**config.mk**
```make
export PLATFORM = sky130hd
export DESIGN_NAME = fifo_wptr_full_n
export DESIGN_NICKNAME = d
export VERILOG_FILES = /design/src/rtl/fifo_wptr_full_n.sv
export SDC_FILE = /design/constraint.sdc
export NUM_CORES = 1
export LEC_CHECK = 0
export ABC_AREA = 1
export CORE_ASPECT_RATIO = 1.2
export CORE_MARGIN = 2
export CORE_UTILIZATION = 48
export CTS_CLUSTER_DIAMETER = 60
export DETAILED_ROUTE_END_ITERATION = 12
export GPL_TIMING_DRIVEN = 0
export PLACE_DENSITY = 0.77
export SYNTH_ARGS = -nofsm -noshare
export SYNTH_HDL_FRONTEND = slang
export SYNTH_SLANG_ARGS = --single-unit
```
**constraint.sdc**
```tcl
create_clock -name clk -period 2.9 [get_ports clk]
set_input_delay 0.29 -clock clk [delete_from_list [all_inputs] [get_ports clk]]
set_output_delay 0.29 -clock clk [all_outputs]
set_load 0.005 [all_outputs]
```
**src/rtl/fifo_wptr_full_n.sv**
```systemverilog
// Write-side pointer and full-flag generator for an async FIFO: binary write
// pointer, registered Gray pointer for the read domain, synchronized read pointer.
module fifo_wptr_full_n #(
  parameter int n = 4
) (
  input  logic         clk,
  input  logic         rst_n,
  input  logic         wr_en,
  input  logic [n:0]   rd_ptr_g,
  output logic         wr_ack,
  output logic [n-1:0] wr_addr,
  output logic [n:0]   wr_ptr_g,
  output logic         full,
  output logic [n:0]   wr_level
);

  logic [n:0] wr_bin;
  logic [n:0] wr_bin_next;
  logic [n:0] wr_g_next;
  logic [n:0] rs1;
  logic [n:0] rs2;
  logic [n:0] rd_bin_s;
  logic [n:0] full_mask;

  // Reset overrides a simultaneous write request, so no acknowledge during reset.
  assign wr_ack      = wr_en & ~full & rst_n;
  assign wr_bin_next = wr_bin + {{n{1'b0}}, wr_ack};
  assign wr_g_next   = wr_bin_next ^ (wr_bin_next >> 1);

  // Full when the write pointer is one lap ahead: top two Gray bits inverted.
  always_comb begin
    full_mask        = '0;
    full_mask[n]     = 1'b1;
    full_mask[n-1]   = 1'b1;
  end

  always_comb begin
    rd_bin_s = '0;
    for (int i = 0; i <= n; i++) begin
      rd_bin_s[i] = ^(rs2 >> i);
    end
  end

  assign wr_addr  = wr_bin[n-1:0];
  assign wr_level = wr_bin - rd_bin_s;

  always_ff @(posedge clk) begin
    if (!rst_n) begin
      wr_bin   <= '0;
      wr_ptr_g <= '0;
      rs1      <= '0;
      rs2      <= '0;
      full     <= 1'b0;
    end else begin
      wr_bin   <= wr_bin_next;
      wr_ptr_g <= wr_g_next;
      rs1      <= rd_ptr_g;
      rs2      <= rs1;
      full     <= (wr_g_next == (rs2 ^ full_mask));
    end
  end

endmodule

```
==> summary.md, run 1 <==
| Metric | Value |
|---|---|
| Commonest cells after routing, fill and taps aside | `nand2_1 (47), inv_1 (31), clkdlybuf4s50_1 (20)` |
| Setup CP Type | `register to output port` |
| FILL cells | `173` |
| DIE AREA | `2570 µm²` |
| Max Clk Rate | `365 MHz` |
| Vias per cell | `4.67` |
| Synthesized flop and latch total | `20` |
| Post-Route Setup TNS | `0 ns` |
| CP Launch Type | `register` |
| Total number of vias | `975` |
| Global Route Usage Sum | `0.196` |
| Hold bufs inserted after CTS | `0` |
| Slowest stage delay, CP | `0.51 ns` |
| Hold Path Class | `register to register` |
| Diode count | `0` |
| Iter 0 DRT Violations | `8` |
| Num rows | `18` |
| Mean Syn Cell Area | `7.11 µm²` |
| Placed instance area | `1310 µm²` |
| Number of global-route vias before repair | `about 950` |
| Final Core Density | `0.695` |
| Effective utilization at floorplan | `0.510` |
| Max VDD drop | `roughly 0.36 mV` |
| Syn Nets | `162` |
| Tmin final | `2.74 ns` |
| Final setup fails | `0` |
| Clock slew at reported path FFs | `0.12 ns` |
| Leak | `approximately 0.00076 µW` |
| Detailed Routing Iterations Pass 1 | `4` |
| HPWL after DPL | `1700 µm` |
| Netlist cell types | `17` |
| CTS tree | `done` |
| Commonest non-fill, non-tap cell in the layout | `nand2_1` |
| Area of the multi-input gates | `between 500 and 600 µm²` |
| Fin Clk Skew | `0.0107 ns` |
| I/O Pins | `24` |
| Worst slew pin tran | `0.382 ns` |
| Max Root-Sink Buffers | `2` |
| Sequential area share after synthesis | `0.383` |
| CORE AREA | `2050 µm²` |
| Die width | `46.6 µm` |
| Buffers added on ports | `23` |
| Cell repeated most along the worst path | `xor2_2` |
| H-tree level count | `1` |
| # DRC | `0` |
| Post-Syn Instances | `between 100 and 150` |
| Total number of yosys warnings | `0` |
| Chip height | `55.1 µm` |
| Layout area overhead | `36.4%` |
| Rel. slew slack | `0.745` |
| TritonCTS buffer count | `3` |
| Tot Pwr | `about 700 µW` |
| Final WL | `2110 µm` |
| Grt total ovfl | `0` |
| Final Non-Filler Cells | `between 200 and 250` |
| Root Buffer | `clkbuf_4` |
| Initial antenna violation count | `0` |
| Finished Cell Area | `1430 µm²` |
| Largest net degree at the start of global routing | `13` |
| FF/Latch Area | `405 µm²` |
| CP cell instances | `xnor2_4, xor2_2, buf_4, xor2_2, ha_1, nand2_1, o21ai_1, xor2_1, clkdlybuf4s50_1` |
| Worst Setup End Kind | `output port` |
| Tcrit/Tclk final | `0.944` |
| Placed Cells incl. Taps | `200` |
| Clk_lat worst skew | `0.30 ns` |
| Critical Path AT | `about 2.5 ns` |
| Max-slew violations | `0` |
| Post-DRT Antenna Nets | `0` |
| CP required | `2.61 ns` |
| Final Hold Viols | `0` |
| First-pass GRT wire length | `about 3700 µm` |
| Critical Path Fanout Max | `3` |
| Post-Syn Area | `1040 µm²` |
| Pwr dens | `478 nW/µm²` |
| Nets | `195` |
| Outcome | `finished, final reports clean` |
| Final GP Congestion | `about 0.76` |
| Max cap viols | `0` |
| CP max stage cell | `clkdlybuf4s50_1` |
| WL/cell | `10.1 µm` |
| Layout cell share with drive strength beyond 1 | `0.101` |
| Clock sinks | `20` |
[synthesized netlist by cell type]
| cell | n | area [µm²] |
|---|---|---|
| nand2_1 | 47 | 176 |
| inv_1 | 31 | 116 |
| dfxtp_1 | 20 | 400 |
| nand3_1 | 14 | 70.1 |
| nor2_1 | 7 | 26.3 |
| a21oi_1 | 6 | 30.0 |
| ha_1 | 6 | 75.1 |
| xor2_1 | 3 | 26.3 |
| nand4_1 | 2 | 12.5 |
| o21ai_0 | 2 | 10.0 |
| xnor2_1 | 2 | 17.5 |
| xor2_2 | 2 | 32.5 |
| clkbuf_1 | 1 | 3.75 |
| fa_1 | 1 | 20.0 |
| inv_2 | 1 | 3.75 |
| nand3b_1 | 1 | 7.51 |
| xnor2_2 | 1 | 16.3 |
[report_power, final]
part           total [µW]  internal (µW)  switching (µW)
combinational         166           95.8            70.4
sequential            293            285            7.74
clock                 223            140            82.9
[cell families after synthesis]
family,synth area share
AO/OA/AOI/OAI,0.0383
XOR/XNOR,0.0886
adder cells (fa/ha/maj),0.0910
buffers and inverters,0.119
flip-flops,0.383
AND/OR/NAND/NOR,0.280
[per-stage QoR]
step                      hold slack (ns)  setup WS, ns
final                               0.417         0.162
after global routing                0.440      -0.00456
after CTS                           0.427       0.00567
after detailed placement            0.399        0.0128
after global placement              0.392        0.0332
after floorplan                     0.383         0.690
[critical path: cells and delay by family (launching register included)]
kind | cells | cell delay (ns)
xor+xnor | 4 | 0.63
buf+inv | 2 | 0.67
fa+ha+maj | 1 | 0.28
flops | 1 | 0.38
compound gates | 1 | 0.15
simple gates | 1 | 0.04
[path summary, 6_finish.rpt]
kind,endpoint,slack (ns),startpoint,cells past startpoint
max reg2reg,full,1.06,full,12
min reg2reg,rs2[4],0.42,rs1[4],2
min,rs2[4],0.42,rs1[4],2
max,wr_level[3],0.16,rs2[4],9
[layer usage]
metal | vias to the layer above | wire length (µm) | GRT usage | share of wire
met2 | 25 | 1170 | 0.375 | 0.55
met4 | 0 | 36 | 0.0810 | 0.017
met1 | 438 | 823 | 0.213 | 0.39
met5 | - | 0 | 0 | 0
met3 | 4 | 82 | 0.0195 | 0.039
li1 | 508 | - | - | -
[area by class of cell]
cell class / instances / share of cell area
Buffer: 1 / 0.00263
Clock buffer: 3 / 0.0158
Clock inverter: 1 / 0.0211
Inverter: 32 / 0.0843
Multi-Input combinational cell: 94 / 0.378
Sequential cell: 20 / 0.284
Tap cell: 30 / 0.0263
Timing Repair Buffer: 28 / 0.188
[state kept, by name (all words and copies together), names as in the netlist]
register  cells
full          1
wr_ptr_g      5
rs2           5
wr_bin        4
rs1           5
[timing repair]
| item | in CTS | in global routing |
|---|---|---|
| gates resized for setup | 5 | 8 |
| buffers inserted | 4 | 1 |
| hold endpoints to repair | 0 | 0 |
| pin swaps | 3 | 3 |
| endpoints found under the setup margin | 3 | 4 |
Note: power is estimated with default switching activity, not from simulation.
==> run 2, diff against run 1 <==
- CTS_BUF_LIST: not set -> sky130_fd_sc_hd__clkbuf_16
==> run 2 against run 1 <==
Via count up 2.8%. Sequential share of layout area down 0.73 points. First-iteration DRC count up 63%. Setup slack worse by 0.023 ns. Register-to-register slack better by 0.02 ns. Sequential power about the same. Core utilization up 1.2 points. Routed wire length up 6.1%. Largest power group is now clock.
==> summary.md, run 2 (same netlist as run 1, synthesis figures left out) <==
| Metric | Value |
|---|---|
| Final GP Congestion | `0.758 (unchanged)` |
| HPWL after DPL | `1700 µm (unchanged)` |
| Worst Setup End Kind | `output port` |
| Setup CP Type | `register to output port` |
| Detailed Routing Iterations Pass 1 | `4 (unchanged)` |
| Commonest non-fill, non-tap cell in the layout | `nand2_1` |
| Number of global-route vias before repair | `964 (+1.3%)` |
| Buffers added on ports | `23 (unchanged)` |
| Critical Path Fanout Max | `3 (unchanged)` |
| Final setup fails | `0 (unchanged)` |
| Worst slew pin tran | `0.394 ns (+0.0116 ns)` |
| Diode count | `0 (unchanged)` |
| Chip height | `55.1 µm (unchanged)` |
| H-tree level count | `1 (unchanged)` |
| Effective utilization at floorplan | `0.510 (unchanged)` |
| Num rows | `18 (unchanged)` |
| Post-Route Setup TNS | `0 ns (unchanged)` |
| Final Hold Viols | `0 (unchanged)` |
| I/O Pins | `24 (unchanged)` |
| Layout area overhead | `38.7%` |
| Clock sinks | `20 (unchanged)` |
| Tcrit/Tclk final | `0.952 (+0.00806)` |
| Root Buffer | `clkbuf_16` |
| Hold bufs inserted after CTS | `0 (unchanged)` |
| CTS tree | `done` |
| Critical Path AT | `2.47 ns (+0.02 ns)` |
| Tot Pwr | `831 µW (+22%)` |
| TritonCTS buffer count | `3 (unchanged)` |
| Initial antenna violation count | `0 (unchanged)` |
| # DRC | `0 (unchanged)` |
| WL/cell | `10.8 µm (+7.1%)` |
| Outcome | `finished, final reports clean` |
| Clk_lat worst skew | `0.26 ns (-0.04 ns)` |
| Total number of vias | `1002 (+2.8%)` |
| First-pass GRT wire length | `3870 µm (+5.2%)` |
| Rel. slew slack | `0.738 (-0.00773)` |
| Pwr dens | `573 nW/µm² (+20%)` |
| Tmin final | `2.76 ns (+0.0234 ns)` |
| Fin Clk Skew | `0.00518 ns (-0.00555 ns)` |
| Max-slew violations | `0 (unchanged)` |
| Iter 0 DRT Violations | `13 (+5)` |
| CP Launch Type | `register` |
| Biggest registers after layout | `rs1 x5, rs2 x5, wr_ptr_g x5` |
| Post-DRT Antenna Nets | `0 (unchanged)` |
| Largest net degree at the start of global routing | `13 (unchanged)` |
| CORE AREA | `2050 µm² (unchanged)` |
| Vias per cell | `4.84 (+3.8%)` |
| Global Route Usage Sum | `0.216 (+0.0201)` |
| Grt total ovfl | `0 (unchanged)` |
| Area of the multi-input gates | `527 µm² (-2.1%)` |
| Max cap viols | `0 (unchanged)` |
| CP required | `2.61 ns (about the same)` |
| Commonest cells after routing, fill and taps aside | `nand2_1 (47), inv_1 (31), clkdlybuf4s50_1 (21)` |
| Clock slew at reported path FFs | `0.06 ns (-0.06 ns)` |
| Leak | `0.000765 µW (about the same)` |
| Max Clk Rate | `362 MHz (-0.85%)` |
| Hold Path Class | `register to register` |
| Max VDD drop | `0.496 mV (+37%)` |
| Final hold slack | `0.409 ns (-0.00841 ns)` |
| FILL cells | `165 (-4.6%)` |
| Max Root-Sink Buffers | `2 (unchanged)` |
| Nets | `193 (-1.0%)` |
| Die width | `46.6 µm (unchanged)` |
| DIE AREA | `2570 µm² (unchanged)` |
| FF/Latch Area | `402 µm² (-0.93%)` |
| Final WL | `2240 µm (+6.1%)` |
| Layout cell share with drive strength beyond 1 | `0.0791 (-0.0215)` |
run 2: final timing paths:
check | from | end | slack, ns | cells after the start
setup / recovery | rs2[4] | wr_level[1] | 0.14 | 8
hold / removal | rs1[4] | rs2[4] | 0.41 | 2
setup reg to reg | full | full | 1.08 | 12
hold reg to reg | rs1[4] | rs2[4] | 0.41 | 2
run 2: per-stage QoR:
stage | util | instance area [µm²] | cells | setup slack (ns)
floorplan | - | 1040 | 147 | 0.690
global placement | 0.640 | 1310 | 200 | 0.0332
detailed placement | 0.640 | 1310 | 200 | 0.0128
CTS | 0.705 | 1450 | 207 | 0.0360
global route | 0.707 | 1450 | 207 | -0.00700
finish | 0.707 | 1450 | 207 | 0.138
run 2: cell type report:
| cell class | instances | area share |
|---|---|---|
| Multi-Input combinational cell | 94 | 0.364 |
| Sequential cell | 20 | 0.277 |
| Timing Repair Buffer | 26 | 0.175 |
| Inverter | 32 | 0.0829 |
| Clock buffer | 3 | 0.0518 |
| Tap cell | 30 | 0.0259 |
| Clock inverter | 1 | 0.0207 |
| Buffer | 1 | 0.00259 |
run 2: critical path, stage by stage (launching register included):
cell	delay [ns]
dfxtp_2	0.34
xnor2_2	0.23
xor2_2	0.23
xor2_1	0.16
inv_1	0.06
ha_1	0.21
fa_2	0.52
inv_1	0.04
clkdlybuf4s50_1	0.43
run 2: per-layer routing:
metal | wire (µm) | part of all wire | up-vias | track usage
met3 | 107 | 0.048 | 7 | 0.0422
met4 | 76 | 0.034 | 0 | 0.129
met2 | 1190 | 0.53 | 37 | 0.400
met5 | 0 | 0 | - | 0
li1 | - | - | 505 | -
met1 | 864 | 0.39 | 453 | 0.217
run 2: power by group:
group	internal [µW]	switching, µW	total (µW)
Sequential	286	7.36	293
Combinational	92.6	68.1	161
Clock	274	103	377
Total	652	178	831
run 2: timing repair:
item	4_1_cts	5_1_grt
gates resized for setup	4	2
setup buffers	3	0
pin swaps	3	3
endpoints found under the setup margin	2	3
endpoints found under the hold margin	0	0
